**src/rtl/chacha_host_driver.sv**
```systemverilog
// Host-side sequencer for the ChaCha byte-wide chip interface: key/nonce/counter loads and block reads.
// Define CHACHA_HOST_BLKCNT_EN to add the blk_count output (error-free blocks read since reset or LOAD_CTR).
module chacha_host_driver #(
    parameter int KEY_BYTES   = 32,
    parameter int NONCE_BYTES = 8,
    parameter int CTR_BYTES   = 8,
    parameter int BLK_BYTES   = 64,
    parameter int TIMEOUT     = 4096
) (
    input  logic        clk,
    input  logic        rst,
    input  logic        cmd_valid,
    output logic        cmd_ready,
    input  logic [1:0]  cmd_op,
    input  logic        in_valid,
    output logic        in_ready,
    input  logic [7:0]  in_data,
    output logic        out_valid,
    input  logic        out_ready,
    output logic [7:0]  out_data,
    output logic        busy,
    output logic        err,
`ifdef CHACHA_HOST_BLKCNT_EN
    output logic [31:0] blk_count,
`endif
    output logic [7:0]  chip_data_out,
    output logic        chip_wr_key,
    output logic        chip_wr_nnc,
    output logic        chip_wr_ctr,
    output logic        chip_rd_blk,
    output logic        chip_hold,
    input  logic        chip_blk_ready,
    input  logic [7:0]  chip_data_in
);

    typedef enum logic [1:0] {IDLE, LOAD, WAIT, READ} state_t;

    localparam logic [1:0] OP_KEY   = 2'd0;
    localparam logic [1:0] OP_NONCE = 2'd1;
    localparam logic [1:0] OP_CTR   = 2'd2;
    localparam logic [1:0] OP_READ  = 2'd3;
    localparam int         WAIT_W   = $clog2(TIMEOUT) + 1;

    state_t            state, state_next;
    logic [1:0]        op;
    logic [6:0]        byte_cnt;
    logic [6:0]        load_last_idx;
    logic [WAIT_W-1:0] wait_cnt;
    logic              aborted;
    logic              pend;          // a read strobe was issued last cycle; its byte arrives now
    logic [7:0]        fifo_mem [2];
    logic              wr_ptr, rd_ptr;
    logic [1:0]        fifo_cnt;

    logic              accept, err_set, abort_now, read_stop, pop, strobes_done;
    logic [2:0]        occ_after;

    assign pop          = (fifo_cnt != 2'd0) && out_ready;
    assign strobes_done = (byte_cnt == 7'(BLK_BYTES));
    // Slots taken once this cycle's pop is gone; a new strobe needs one of the two left free.
    assign occ_after    = 3'(fifo_cnt) + 3'(pend) - 3'(pop);

    assign out_valid = (fifo_cnt != 2'd0);
    assign out_data  = fifo_mem[rd_ptr];
    assign busy      = (state != IDLE);

    always_comb begin
        case (op)
            OP_KEY:   load_last_idx = 7'(KEY_BYTES - 1);
            OP_NONCE: load_last_idx = 7'(NONCE_BYTES - 1);
            default:  load_last_idx = 7'(CTR_BYTES - 1);
        endcase
    end

    always_comb begin
        // NOTE: every output of this block gets a default first so no path infers a latch.
        state_next    = state;
        cmd_ready     = 1'b0;
        in_ready      = 1'b0;
        chip_hold     = 1'b0;
        chip_rd_blk   = 1'b0;
        chip_wr_key   = 1'b0;
        chip_wr_nnc   = 1'b0;
        chip_wr_ctr   = 1'b0;
        chip_data_out = 8'd0;
        accept        = 1'b0;
        err_set       = 1'b0;
        abort_now     = 1'b0;
        read_stop     = 1'b0;
        case (state)
            IDLE: begin
                cmd_ready = 1'b1;
                if (cmd_valid) begin
                    accept     = 1'b1;
                    state_next = (cmd_op == OP_READ) ? WAIT : LOAD;
                end
            end
            LOAD: begin
                in_ready  = 1'b1;
                chip_hold = 1'b1;
                if (in_valid) begin
                    chip_data_out = in_data;
                    chip_wr_key   = (op == OP_KEY);
                    chip_wr_nnc   = (op == OP_NONCE);
                    chip_wr_ctr   = (op == OP_CTR);
                    if (byte_cnt == load_last_idx) state_next = IDLE;
                end
            end
            WAIT: begin
                if (chip_blk_ready) begin
                    state_next = READ;
                end else if (wait_cnt == WAIT_W'(TIMEOUT - 1)) begin
                    err_set    = 1'b1;
                    state_next = IDLE;
                end
            end
            READ: begin
                abort_now   = !aborted && !strobes_done && !chip_blk_ready;
                read_stop   = aborted || abort_now || strobes_done;
                err_set     = abort_now;
                chip_rd_blk = !read_stop && (occ_after < 3'd2);
                if (read_stop && !pend && (fifo_cnt == 2'd0 || (fifo_cnt == 2'd1 && pop)))
                    state_next = IDLE;
            end
            default: state_next = IDLE;
        endcase
    end

    always_ff @(posedge clk) begin
        if (rst) begin
            state       <= IDLE;
            op          <= OP_KEY;
            byte_cnt    <= 7'd0;
            wait_cnt    <= '0;
            err         <= 1'b0;
            aborted     <= 1'b0;
            pend        <= 1'b0;
            // NOTE: the two skid entries are real state and are cleared, so out_data reads 0 after reset.
            fifo_mem[0] <= 8'd0;
            fifo_mem[1] <= 8'd0;
            wr_ptr      <= 1'b0;
            rd_ptr      <= 1'b0;
            fifo_cnt    <= 2'd0;
        end else begin
            state <= state_next;
            pend  <= chip_rd_blk;
            if (accept) begin
                op       <= cmd_op;
                byte_cnt <= 7'd0;
                wait_cnt <= '0;
                aborted  <= 1'b0;
                err      <= 1'b0;
            end else begin
                if ((state == LOAD && in_valid) || chip_rd_blk) byte_cnt <= byte_cnt + 7'd1;
                if (state == WAIT) wait_cnt <= wait_cnt + WAIT_W'(1);
                if (abort_now) aborted <= 1'b1;
                if (err_set) err <= 1'b1;
            end
            if (pend) begin
                fifo_mem[wr_ptr] <= chip_data_in;
                wr_ptr           <= ~wr_ptr;
            end
            if (pop) rd_ptr <= ~rd_ptr;
            fifo_cnt <= fifo_cnt + 2'(pend) - 2'(pop);
        end
    end

`ifdef CHACHA_HOST_BLKCNT_EN
    always_ff @(posedge clk) begin
        if (rst)
            blk_count <= 32'd0;
        else if (accept && cmd_op == OP_CTR)
            blk_count <= 32'd0;
        else if (state == READ && state_next == IDLE && strobes_done)
            blk_count <= blk_count + 32'd1;
    end
`endif

endmodule

```
**config.mk**
```make
export PLATFORM = sky130hd
export DESIGN_NAME = chacha_host_driver
export DESIGN_NICKNAME = d
export VERILOG_FILES = /design/src/rtl/chacha_host_driver.sv
export SDC_FILE = /design/constraint.sdc
export NUM_CORES = 1
export LEC_CHECK = 0
export BUFFER_PORTS_ARGS = -buffer_cell sky130_fd_sc_hd__buf_2
export CAP_MARGIN = 15
export CORE_MARGIN = 3
export CORE_UTILIZATION = 55
export DETAILED_ROUTE_END_ITERATION = 10
export PLACE_DENSITY = 0.8
export REMOVE_ABC_BUFFERS = 1
export SLEW_MARGIN = 5
export SYNTH_ARGS = -nofsm -noshare
export SYNTH_HDL_FRONTEND = slang
export SYNTH_SLANG_ARGS = --single-unit
```
**constraint.sdc**
```tcl
create_clock -name clk -period 6 [get_ports clk]
set_input_delay 1.2 -clock clk [delete_from_list [all_inputs] [get_ports clk]]
set_output_delay 1.2 -clock clk [all_outputs]
set_load 0.01 [all_outputs]
```
======== After elaboration in Yosys (flattened, before gate mapping) ========
Memories as Yosys holds them, arrays and structs flattened. A register that Yosys moved wholly into a read port is not among the register bits.
Index checks and enable logic that the tools add are counted.
word-level totals
  register bits after elaboration ......... 31
  bits in writable memories ............... 16
  bits of input ports ..................... 24
  output and inout bits ................... 26
  word-level logic and storage cells ...... 96
  memories kept ........................... 1
operators by class
  add/subtract/negate cells ............... 6
  $lt $le $gt $ge ......................... 1
  equality and inequality tests ........... 15
  multiplexer cells ....................... 36
  bitwise gates (word level) .............. 2
  reductions and logical operators ........ 25
memory list
  memory    depth  bits a word  rd ports  clocked after Yosys merged registers in  wr ports  RTL line  source
  fifo_mem  2      8            1         1                                        2         51        logic [7:0] fifo_mem [2];
operator list
  operator               count
  $mux 8                 3
  $mux 1                 23
  $mux 2                 7
  $add 13x1->13 const B  1
  $eq 13x12->1 const B   1
  $eq 2x2->1 const B     4
  $logic_and 1x1->1      8
  $ne 2x2->1 const B     4
  $pmux 2 s4             1
  $reduce_or 8->1        1
  $add 7x1->7 const B    1
  $eq 7x7->1             1
  $eq 7x7->1 const B     1
  $eq 2x1->1 const B     3
  $logic_not 2->1        3
  $logic_not 1->1        5
  $mux 5                 1
  $reduce_and 5->1       1
  $logic_or 1x1->1       4
  $reduce_bool 2->1      2
  $add 2x1->3            1
  $lt 3x2->1 const B     1
  $ne 3x3->1 const B     1
  $sub 3x1->3            1
  other kinds (5)        6

======== Logic depth before layout (Yosys ltp) ========
  depth in word-level cells ............... 10
  depth in mapped cells ................... 13
  mapped depth without buffers ............ 12

======== Worst setup path after synthesis ========
No wires, ideal clock.
  path kind ............................... input to output
  start ................................... in out_ready
  end ..................................... out chip_rd_blk
  data arrival time ....................... 2.993 ns
  slack ................................... 1.807 ns
  stages .................................. 7
  buffers on the path ..................... 0
  cells stage by stage .................... and2_1 ha_1 inv_1 ha_1 fa_1 or4b_4 nor2_1
between the ends
  word-level cells in the longest chain between the ends .. 5
ends and longest elaborated chain
  what                    RTL line  source
  start: declaration      19        input logic out_ready,
  $logic_and 1x1->1       58        assign pop = (fifo_cnt != 2'd0) && out_ready;
  $sub 3x1->3             61        assign occ_after = 3'(fifo_cnt) + 3'(pend) - 3'(pop);
  named net occ_after[1]  56        logic [2:0] occ_after;
  $lt 3x2->1              121       chip_rd_blk = !read_stop && (occ_after < 3'd2);
  $logic_and 1x1->1       121
  $mux 1                  90        case (state)
  end: declaration        30        output logic chip_rd_blk,
The timed path passes the listed nets, and every way through them passes these cells.

======== Final worst setup path ========
  start ................................... in out_ready
  end ..................................... out chip_rd_blk
between the ends
  word-level cells in the longest chain between the ends .. 5
ends and longest elaborated chain
  what               RTL line  source
  $logic_and 1x1->1  58
  named net pop      55        logic accept, err_set, abort_now, read_stop, pop, strobes_done;
  $sub 3x1->3        61
  $lt 3x2->1         121
  $logic_and 1x1->1  121
  $mux 1             90
The timed path passes the listed nets, and every way through them passes these cells.

==> impl_metrics.tcl <==
set metrics [dict create \
    status "finished, final reports clean" \
    clockPowerShare 0.284 \
    clk_pin_slew_ns 0.08 \
    placementRows 23 \
    crit_arrival_ns 3.22 \
    critPathRequiredTime_ns 4.80 \
    die_y_um 71.3 \
    n_fill_cell 316 \
    postRouteAntennaNets 0 \
    final-hold-violation-count 0 \
    critical_path_class "input pin to output pin" \
    io_buffer_count 49 \
    overflow 0 \
    finClkSkew_ns 0.00627 \
    drv_cap 0 \
    io_pins 50 \
    slew_viol_final 0 \
    worst_slew_pin_slew_ns 0.712 \
    drive_gt1_frac 0.231 \
    grt_util_all_layers 0.182 \
    synth_top_cell_area_share 0.273 \
    dpl_cell_area_sq_um 2590 \
    dp_hpwl_mm 3.15 \
    hold_ws_ns 0.483 \
    p_comb_frac 0.163 \
    internal_power_mw 0.480 \
    pre_cts_ws_ns 1.57 \
    synth_async_sr_flop_share 0 \
    dieArea_sq_um 5090 \
    critPathBufInv 3 \
    antenna_found_initial 0 \
    startpoint_type "input pin" \
    ys.flop_type "dfxtp_1" \
    cp-end-kind "output pin" \
    synth_area_leaders "dfxtp_1 (27%), edfxtp_1 (20%), nor2_1 (4.6%)" \
    synth-seq-cells 48 \
    cp_slowest_cell "or4b_4" \
    cpLargestDelayFamily "adder cells" \
    clk_latency_ns 0.30 \
    grt_pass1_wl_mm 7.37 \
    relSlewSlack 0.524 \
    vias_per_cell 5.34 \
    die_w_um 71.3 \
    setup_viol 0 \
    diodes 0 \
    cts-root-buf "clkbuf_8" \
    p_leak_nw 1.11 \
    hold_buffers 0 \
    setup_tns_ns 0 \
    netlist_area_sq_um 2350 \
    routedWlPerCell_um 12.3 \
    synthDistinctLibCells 43 \
    cts.repair.resized 0 \
    routed_wl_mm 4.24 \
    power.density_nw_per_um2 244 \
    hold_class "flip-flop to flip-flop" \
    cts_buffers 5 \
    grt_pass1_vias 1760 \
    min_period_over_period 0.736 \
    gp_congestion 0.798 \
    p_sw_mw 0.173 \
    drcViolationCount 0 \
    drtIter0Drc 70 \
    yosysWarnings 0 \
    initial_core_util 0.578 \
    clock.fmax_mhz 226 \
    seqPwrFrac 0.552 \
    total_power_mw 0.653 \
    path_cells "buf_2, and2_1, ha_1, inv_1, ha_1, fa_1, xnor2_1, or4b_4, nor2_1, buf_2" \
    synth_top_area_cell "dfxtp_1" \
    sw_frac_of_total 0.265 \
    syn_inst 247 \
    core_area_sq_um 4060 \
    synth-edff-count 16 \
    yosysSeqAreaShare 0.478 \
    worst-path-max-fanout 3 \
    grt_max_degree 22 \
    first_pass_iters 4 \
    num_vias 1838 \
    cts_tree "yes" \
    cts_sinks 48 \
    fin_ws_ns 1.58 \
    synthToLayoutAreaGrowth_pct 14.2 \
    htree_levels 2 \
    fin_nets 323 \
    ir_drop_mv 0.173 \
    rsz0062_at_grt "no" \
    fin_crit_ns 4.42 \
    slowest_delay_ns 0.50 \
    cts_buffer_depth 2 \
    cts_setup_buffers 0 \
    syn_avg_cell_area_sq_um 9.50 \
    final_area_sq_um 2680 \
]
## final timing paths
kind	end	slack, ns	cells after the start	start
worst min-delay path	aborted	0.48	2	aborted
worst max-delay path	chip_rd_blk	1.58	10	out_ready
worst max register to register	byte_cnt[4]	2.85	12	fifo_cnt[1]
worst min register to register	aborted	0.48	2	aborted
## sequential cells by signal (all words and copies together), names as in the netlist, named ones only
signal and cells:
aborted 1, byte_cnt 7, err 1, fifo_cnt 2, fifo_mem 16, op 2, pend 1, rd_ptr 1
state 2, wait_cnt 13, wr_ptr 1
## power groups by stage
stage	Clock, mW	Combinational [mW]	Sequential [mW]
floorplan	0	0.0715	0.365
global placement	0	0.105	0.368
detailed placement	0	0.108	0.368
CTS	0.192	0.108	0.361
global route	0.204	0.122	0.363
finish	0.186	0.107	0.361
## worst min-delay path: stages, from the launching register on
cell	delay (ns)
dfxtp_1	0.33
a21oi_1	0.04
nor2_1	0.07
## metal layers
| metal | routed length [um] | GRT usage | vias to the layer above | part of all wire |
|---|---|---|---|---|
| li1 | - | - | 941 | - |
| met1 | 1990 | 0.241 | 843 | 0.47 |
| met2 | 1940 | 0.290 | 48 | 0.46 |
| met3 | 245 | 0.0477 | 6 | 0.058 |
| met4 | 68 | 0.0626 | 0 | 0.016 |
| met5 | 0 | 0 | - | 0 |
## logic make-up after synthesis
family	share of synthesized area
and+or+nand+nor	0.254
DFF	0.478
AOI/OAI and AO/OA	0.0821
buffers and inverters	0.0480
xor gates and xnor gates	0.0597
muxes	0.0427
adders and majority gates	0.0352
## synthesized netlist by cell type, drive strengths merged, types with 2 or more instances
library cell and n:
o21ai 8, a21oi 11, and3 10, inv 14, xnor2 11, clkbuf 6, or3 7, ha 5
nor3b 2, nand4b 2, and2 17, nand4 4, or2 2, dfxtp 32, nand2 16, mux2 8
nor2 29, nor3 5, edfxtp 16, xor2 5, nand3 10, buf 4, nor2b 5
## through the flow
step | util | std cells
2_1_floorplan | - | 237
3_3_place_gp | 0.639 | 336
6_report | 0.660 | 344
4_1_cts | 0.660 | 344
5_1_grt | 0.660 | 344
3_5_place_dp | 0.639 | 336
## area by class of cell
cell class | instances | area, sq um | area share
clock buffer | 6 | 72.6 | 0.0271
clock inverter | 2 | 12.5 | 0.00467
inverter | 14 | 52.6 | 0.0196
multi-input combinational | 175 | 1110 | 0.415
sequential | 48 | 1120 | 0.418
tap | 50 | 62.6 | 0.0234
timing repair buffer | 49 | 245 | 0.0915
## cells in the final DEF, fill, tap and decap left out, types with 2 or more instances in the layout
| cell type | Yosys | layout |
|---|---|---|
| a21oi_1 | 11 | 11 |
| and2_1 | 17 | 17 |
| and3_1 | 10 | 10 |
| buf_2 | 0 | 49 |
| clkbuf_8 | 0 | 5 |
| dfxtp_1 | 32 | 32 |
| edfxtp_1 | 16 | 16 |
| ha_1 | 5 | 5 |
| inv_1 | 14 | 14 |
| mux2_2 | 8 | 8 |
| nand2_1 | 15 | 15 |
| nand3_1 | 10 | 10 |
| nand4_1 | 4 | 4 |
| nand4b_1 | 2 | 2 |
| nor2_1 | 29 | 29 |
| nor2b_1 | 5 | 5 |
| nor3_1 | 5 | 5 |
| nor3b_1 | 2 | 2 |
| o21ai_0 | 8 | 8 |
| or2_2 | 2 | 2 |
| or3_1 | 7 | 7 |
| xnor2_1 | 11 | 11 |
| xor2_1 | 5 | 5 |
(Power assumes the default switching activity.)
